File: config.mk
export PLATFORM = sky130hd
export DESIGN_NAME = adder_accum_nbit
export DESIGN_NICKNAME = d
export VERILOG_FILES = /design/src/rtl/adder_accum_nbit.sv
export SDC_FILE = /design/constraint.sdc
export NUM_CORES = 1
export LEC_CHECK = 0
export BUFFER_PORTS_ARGS = -buffer_cell sky130_fd_sc_hd__buf_2
export CORE_MARGIN = 2
export CORE_UTILIZATION = 25
export CTS_CLUSTER_SIZE = 28
export DETAILED_ROUTE_END_ITERATION = 16
export PLACE_DENSITY = 0.57
export SETUP_SLACK_MARGIN = 0.3
export SLEW_MARGIN = 20
export SYNTH_ARGS = -nofsm -noshare
export SYNTH_HDL_FRONTEND = slang
export SYNTH_SLANG_ARGS = --single-unit
File: constraint.sdc
create_clock -name clk -period 2.3 [get_ports clk]
set_clock_uncertainty 0.05 [all_clocks]
set_input_delay 0 -clock clk [delete_from_list [all_inputs] [get_ports clk]]
set_output_delay 0 -clock clk [all_outputs]
set_load 0.02 [all_outputs]
File: src/rtl/adder_accum_nbit.sv
// adder_accum_nbit: registered WIDTH-bit ADD/SUB/ACC/LOAD unit with a one-deep output stage,
// carry/overflow flags and an internal accumulator.
//
// Optional feature macro: ADDER_ACCUM_SATURATE_EN clamps overflowing results (and the
// accumulator on ACC) to the signed limits. When undefined, results wrap modulo 2^WIDTH.
//
// Ports:
//   clk       rising-edge clock
//   rst       asynchronous active-high reset
//   in_valid  operand beat valid
//   in_ready  block can accept an operand beat (!out_valid || out_ready)
//   mode      00 ADD, 01 SUB, 10 ACC, 11 LOAD
//   a, b      operands (b ignored in ACC and LOAD)
//   clr       synchronous accumulator clear, independent of the handshake
//   out_valid result registers hold an unconsumed result
//   out_ready downstream accepts the result
//   sum       result
//   cout      carry out (SUB: 1 means no borrow)
//   ovf       two's-complement signed overflow
//   acc       current accumulator value
module adder_accum_nbit #(
    parameter int unsigned WIDTH = 8
) (
    input  logic             clk,
    input  logic             rst,
    input  logic             in_valid,
    output logic             in_ready,
    input  logic [1:0]       mode,
    input  logic [WIDTH-1:0] a,
    input  logic [WIDTH-1:0] b,
    input  logic             clr,
    output logic             out_valid,
    input  logic             out_ready,
    output logic [WIDTH-1:0] sum,
    output logic             cout,
    output logic             ovf,
    output logic [WIDTH-1:0] acc
);

    typedef enum logic [1:0] {
        ModeAdd  = 2'b00,
        ModeSub  = 2'b01,
        ModeAcc  = 2'b10,
        ModeLoad = 2'b11
    } mode_e;

    logic             out_valid_q;
    logic [WIDTH-1:0] sum_q, sum_d;
    logic             cout_q, cout_d;
    logic             ovf_q, ovf_d;
    logic [WIDTH-1:0] acc_q, acc_d;

    logic             accept;
    mode_e            op;
    logic [WIDTH-1:0] op_a, op_b, acc_eff;
    logic             cin;
    logic [WIDTH:0]   sum_ext;

    assign op       = mode_e'(mode);
    assign in_ready = !out_valid_q || out_ready;
    assign accept   = in_valid && in_ready;
    assign acc_eff  = clr ? '0 : acc_q;

    // ADD, SUB and ACC share one adder; SUB feeds ~b with a carry-in of 1.
    always_comb begin
        op_a = a;
        op_b = b;
        cin  = 1'b0;
        unique case (op)
            ModeAdd:  begin op_a = a;       op_b = b;  cin = 1'b0; end
            ModeSub:  begin op_a = a;       op_b = ~b; cin = 1'b1; end
            ModeAcc:  begin op_a = acc_eff; op_b = a;  cin = 1'b0; end
            ModeLoad: begin op_a = a;       op_b = '0; cin = 1'b0; end
        endcase
    end

    assign sum_ext = {1'b0, op_a} + {1'b0, op_b} + {{WIDTH{1'b0}}, cin};

    always_comb begin
        sum_d  = sum_ext[WIDTH-1:0];
        cout_d = sum_ext[WIDTH];
        // With ~b substituted for b, the SUB overflow rule reduces to the ADD rule.
        ovf_d  = (op_a[WIDTH-1] == op_b[WIDTH-1]) && (sum_ext[WIDTH-1] != op_a[WIDTH-1]);
        if (op == ModeLoad) begin
            sum_d  = a;
            cout_d = 1'b0;
            ovf_d  = 1'b0;
        end
`ifdef ADDER_ACCUM_SATURATE_EN
        // Overflow direction follows the sign of op_a (operands agree in sign on overflow).
        if (ovf_d) begin
            sum_d = op_a[WIDTH-1] ? {1'b1, {(WIDTH-1){1'b0}}} : {1'b0, {(WIDTH-1){1'b1}}};
        end
`endif
    end

    always_comb begin
        acc_d = acc_q;
        if (accept && op == ModeAcc) begin
            acc_d = sum_d;
        end else if (accept && op == ModeLoad) begin
            acc_d = a;
        end else if (clr) begin
            acc_d = '0;
        end
    end

    always_ff @(posedge clk or posedge rst) begin
        if (rst) begin
            out_valid_q <= 1'b0;
            sum_q       <= '0;
            cout_q      <= 1'b0;
            ovf_q       <= 1'b0;
            acc_q       <= '0;
        end else begin
            acc_q <= acc_d;
            if (accept) begin
                out_valid_q <= 1'b1;
                sum_q       <= sum_d;
                cout_q      <= cout_d;
                ovf_q       <= ovf_d;
            end else if (out_valid_q && out_ready) begin
                out_valid_q <= 1'b0;
            end
        end
    end

    assign out_valid = out_valid_q;
    assign sum       = sum_q;
    assign cout      = cout_q;
    assign ovf       = ovf_q;
    assign acc       = acc_q;

endmodule
== After elaboration in Yosys (flattened, before gate mapping) ==
Index checks and enable logic that the tools add are counted.

* Multiplexer cells: 11
* $add $sub $neg: 2
* Reduce and logical (&&, ||, !) cells: 11
* Equality and inequality tests: 5
* Bitwise gates (word level): 1

{| class="wikitable"
|+ Operators with widths
! kind !! count
|-
| two-way mux 8 bit || 4
|-
| one-hot mux 8 bit (4 select lines) || 1
|-
| one-hot mux 8 bit (2 select lines) || 1
|-
| adder 8 x 8 -> 9 bit || 1
|-
| adder 9 x 1 -> 9 bit || 1
|-
| inverter 8 bit || 1
|-
| OR reduction 3 bit || 2
|-
| logical AND 1 bit || 5
|-
| == test 2 bit (second input constant) || 2
|-
| two-way mux 1 bit || 4
|-
| == test 2 x 1 -> 1 bit (second input constant) || 1
|-
| logical NOT 2 bit || 1
|-
| one-hot mux 1 bit (2 select lines) || 1
|-
| nonzero test 2 bit || 1
|-
| == test 1 bit || 1
|-
| logical NOT 1 bit || 1
|-
| logical OR 1 bit || 1
|-
| != test 1 bit || 1
|}

* Word-level logic and storage cells: 35
* Register bits: 19
* Output and inout port bits: 20

== Longest topological paths before layout ==
* Depth in word-level cells: 8
* Depth in mapped cells: 11
* Mapped depth without buffers: 11

== Worst setup path after synthesis ==
OpenSTA, ideal clock, no wires.

* Kind: reg-to-reg
* Start: register acc_q[0], in the netlist acc[0]
* End: register acc_q[6], in the netlist acc[6]
* Setup time: 0.095 ns
* Path buffers: 0
* Period minus slack after synthesis: 2.321 ns
* Slack: -0.021 ns
* Arrival time: 2.175 ns
* Stages on the path, launching flop included: 11
* Cell sequence: dfrtp_1 > nand2_1 > nor2_1 > a21oi_1 > fa_1 > fa_1 > nand2b_1 > a21oi_1 > a211o_2 > xnor2_1 > o31ai_1

* Longest elaborated chain between the ends: 6

{| class="wikitable"
|+ Ends and longest elaborated chain
! item !! RTL line !! text
|-
| start, declared || 51 || <nowiki>logic [WIDTH-1:0] acc_q, acc_d;</nowiki>
|-
| start signal, assigned || 114 || <nowiki>acc_q <= '0;</nowiki>
|-
| start signal, assigned || 116 || <nowiki>acc_q <= acc_d;</nowiki>
|-
| two-way mux 8 bit || n/a ||
|-
| one-hot mux 8 bit (2 select lines) || 69 || <nowiki>unique case (op)</nowiki>
|-
| adder 8 x 8 -> 9 bit || 77 || <nowiki>assign sum_ext = {1'b0, op_a} + {1'b0, op_b} + {{WIDTH{1'b0}}, cin};</nowiki>
|-
| adder 9 x 1 -> 9 bit || 77 ||
|-
| two-way mux 8 bit || 84 || <nowiki>if (op == ModeLoad) begin</nowiki>
|-
| two-way mux 8 bit || 99 || <nowiki>if (accept && op == ModeAcc) begin</nowiki>
|-
| via acc_d[6] || 51 ||
|}

The timed path passes the listed nets, and every way through them passes these cells.
A chain may end at the register's enable or synchronous reset.

== Final worst setup path ==
* Start: register acc_q[0], in the netlist acc[0]
* End: register acc_q[4], in the netlist acc[4]

The elaborated chain is that of the path after synthesis.

==> results.txt <==
Avg WL per Cell: 14.6 µm
ys async rst share: 100%
status: finished, violations left
Slew HR: 49.7%
die area: 6850 µm²
post-route ant nets: 0
initial drt markers: 96
Top cell by count, worst path: fa_2
diodes inserted: 0
Stages on worst setup path: 10
EDFF count, synth: 0
Slowest-stage cell, CP: fa_2
Avg Inst Size Synth: 8.56 µm²
H-tree depth: 1
RSZ-0062 raised after global routing: true
DRT Pass-1 Iters: 4
clock network fraction of design power: 20.5%
Peak VDD IR: 228 µV
dpl hpwl: 3.43 mm
Core Util, Final: 35.0%
Gate Count Post-Synth: 181
DR vias: 1,529
Routability Congestion: 0.813
area leader, netlist: dfrtp_1
Largest delay share family, worst path: adder cells
post-layout minimum cycle time: 2100 ps
LEAKAGE: 0.998 nW
DRC errors left: 0
Initial Util: 26.0%
Startpoint Class: register
Post-DP Area: 1890 µm²
area grow syn2layout: 34.6%
Cell Area, Synth: 1550 µm²
die width: 82.7 µm
Tcrit/Tclk final: 91.5%
Place WS: 143 ps
first-pass GRT wire length: 7.14 mm
cell breakdown of the critical path: nand2_2 > nor2_2 > a21oi_2 > fa_2 > fa_2 > nand2b_4 > nand2b_1 > a21oi_1 > xor2_1 > o31ai_1
failing checks: negative hold slack
Clock Sink Count: 19
total wire length: 4.51 mm
Fillers: 639
Total GRT Usage: 13.8%
Hold Vio Cnt, Final: 1
CP arrival: 2230 ps
most frequent cells in the layout: buf_2 (41), nand2_1 (28), dfrtp_1 (18), buf_4 (13), mux2i_1 (11)
Int Pwr: 0.746 mW
Reg clk slew, reported paths: 80 ps
Synth cell types: 47
max_cap viols: 0
CP required: 2430 ps
initial antenna violation count: 0
Net Sw Frac: 38.9%
Critical Path Sink Type: register
Hold Crit Class: input port to register
vias in the first global route: 1,426
Num CTS Buffers: 3
synth top area cells: dfrtp_1 (31%), mux2i_1 (7.7%), nand2_1 (7.3%)
CTS Buffer Depth: 2
Seq/Total Area, Yosys: 30.7%
CP max stage delay: 380 ps
maximum number of pins on one net before global-route repair: 20
Worst-Skew Late Latency: 270 ps
cells on worst reg2reg path: 10
post-route cell area: 2090 µm²
Net Switching: 0.475 mW
TNS Setup: 0 ps
Synth top area share: 30.7%
# port buffers: 42
layout net count: 267
Pwr Density: 585 nW/µm²
crit-path max FO: 2
worst hold path cell count: 3
hold_ws: -1.24 ps
kind of critical path: register to register
FF+latch area: 477 µm²
fmax: 475 MHz
Yosys Warn Count: 0
Worst Tran Pin Value: 754 ps
Pins Over Slew Limit: 0
Post-synth top flop: dfrtp_1
CORE AREA: 5960 µm²
syn nets: 213
FP Rows: 28
Vias per Instance: 4.95
Reg power frac: 34.4%
logic gate share of total power: 45.1%
total grt overflow: 0
layout cells sized above 1: 38.9%
flops & latches, synth: 19
crit path buf inv count: 0
root buffer cell: clkbuf_8
TritonCTS clock tree: yes
# IOs: 43
setup violators final: 0
Die H: 82.7 µm
setup slack after layout: 195 ps
commonest non-fill, non-tap cell in the layout: buf_2
area occupied by multi-input gates: 1090 µm²
metal layers:
metal / track usage, % / routed length (µm) / vias to the layer above / share of wire [%]
met4: 6.07 / 95 / 0 / 2.1
met5: 0 / 0 / - / 0
li1: - / - / 756 / -
met1: 18.9 / 2070 / 726 / 46
met2: 21.5 / 2130 / 40 / 47
met3: 2.17 / 210 / 7 / 4.7
cell type report:
class	count	share of cell area, %
timing repair buffer	60	17.6
inverter	4	0.719
clock buffer	4	2.16
sequential	19	22.8
tap	75	4.50
multi-input combinational	147	52.2
power groups by stage:
stage / logic [mW] / registers (mW) / clock network, mW
5_1_grt: 0.610 / 0.428 / 0.263
6_report: 0.551 / 0.419 / 0.250
2_1_floorplan: 0.279 / 0.494 / 0
4_1_cts: 0.507 / 0.420 / 0.253
3_3_place_gp: 0.495 / 0.425 / 0
3_5_place_dp: 0.498 / 0.427 / 0
worst min-delay path: cells and delay by family:
family	cells	cell delay, ps
buffers and inverters	1	110
AO/OA/AOI/OAI	2	170
path summary, 6_finish.rpt:
check                       start      to  slack [ps]
max                        acc[0]  acc[4]         200
min                          a[4]  sum[4]          -1
max reg2reg                acc[0]  acc[4]         200
min reg2reg                sum[0]  sum[0]         420
max in group asynchronous     rst  acc[0]        1320
min in group asynchronous     rst  acc[7]         350
synthesized netlist by cell type (3+ instances only):
| master | number |
|---|---|
| o22ai_1 | 7 |
| ha_1 | 7 |
| nand2_1 | 30 |
| nor2_1 | 8 |
| clkbuf_1 | 5 |
| dfrtp_1 | 19 |
| nand3_1 | 4 |
| mux2i_1 | 12 |
| buf_6 | 3 |
| a21oi_1 | 12 |
| a31oi_1 | 5 |
| nand2b_1 | 5 |
| o21ai_0 | 15 |
| inv_1 | 3 |
| xor2_1 | 3 |
sequential cells by signal, summed over array words and instances, names as in the netlist:
signal,flops
acc,8
cout,1
out_valid,1
ovf,1
sum,8
metrics by stage:
| step | total power [mW] | instances | hold WS [ps] |
|---|---|---|---|
| after floorplan | 0.773 | 181 | -98.9 |
| after global placement | 0.920 | 296 | 133 |
| after detailed placement | 0.925 | 296 | 130 |
| after CTS | 1.18 | 305 | 3.10 |
| after global routing | 1.30 | 309 | 30.1 |
| final | 1.22 | 309 | -1.24 |
cell families (layout without fill, tap and decap cells):
kind of cell             count (synthesis)  count (layout)  share of synthesized area [%]
AO/OA/AOI/OAI                           58              58                           24.3
XOR/XNOR                                 5               5                           2.83
adder cells (fa/ha/maj)                  9               9                           8.23
buffers and inverters                   15              68                           5.49
flip-flops                              19              19                           30.7
multiplexers                            13              13                           8.47
AND/OR/NAND/NOR                         62              62                           20.0
what timing repair did:
| item | 4_1_cts | 5_1_grt |
|---|---|---|
| hold endpoints to repair | 24 | 0 |
| resized for setup | 2 | 18 |
| pin swaps | 3 | 10 |
| hold buffers | 5 | 0 |
| endpoints found under the setup margin | 10 | 15 |
| setup buffers | 0 | 4 |
No activity file was read; power rests on OpenSTA's default activity.
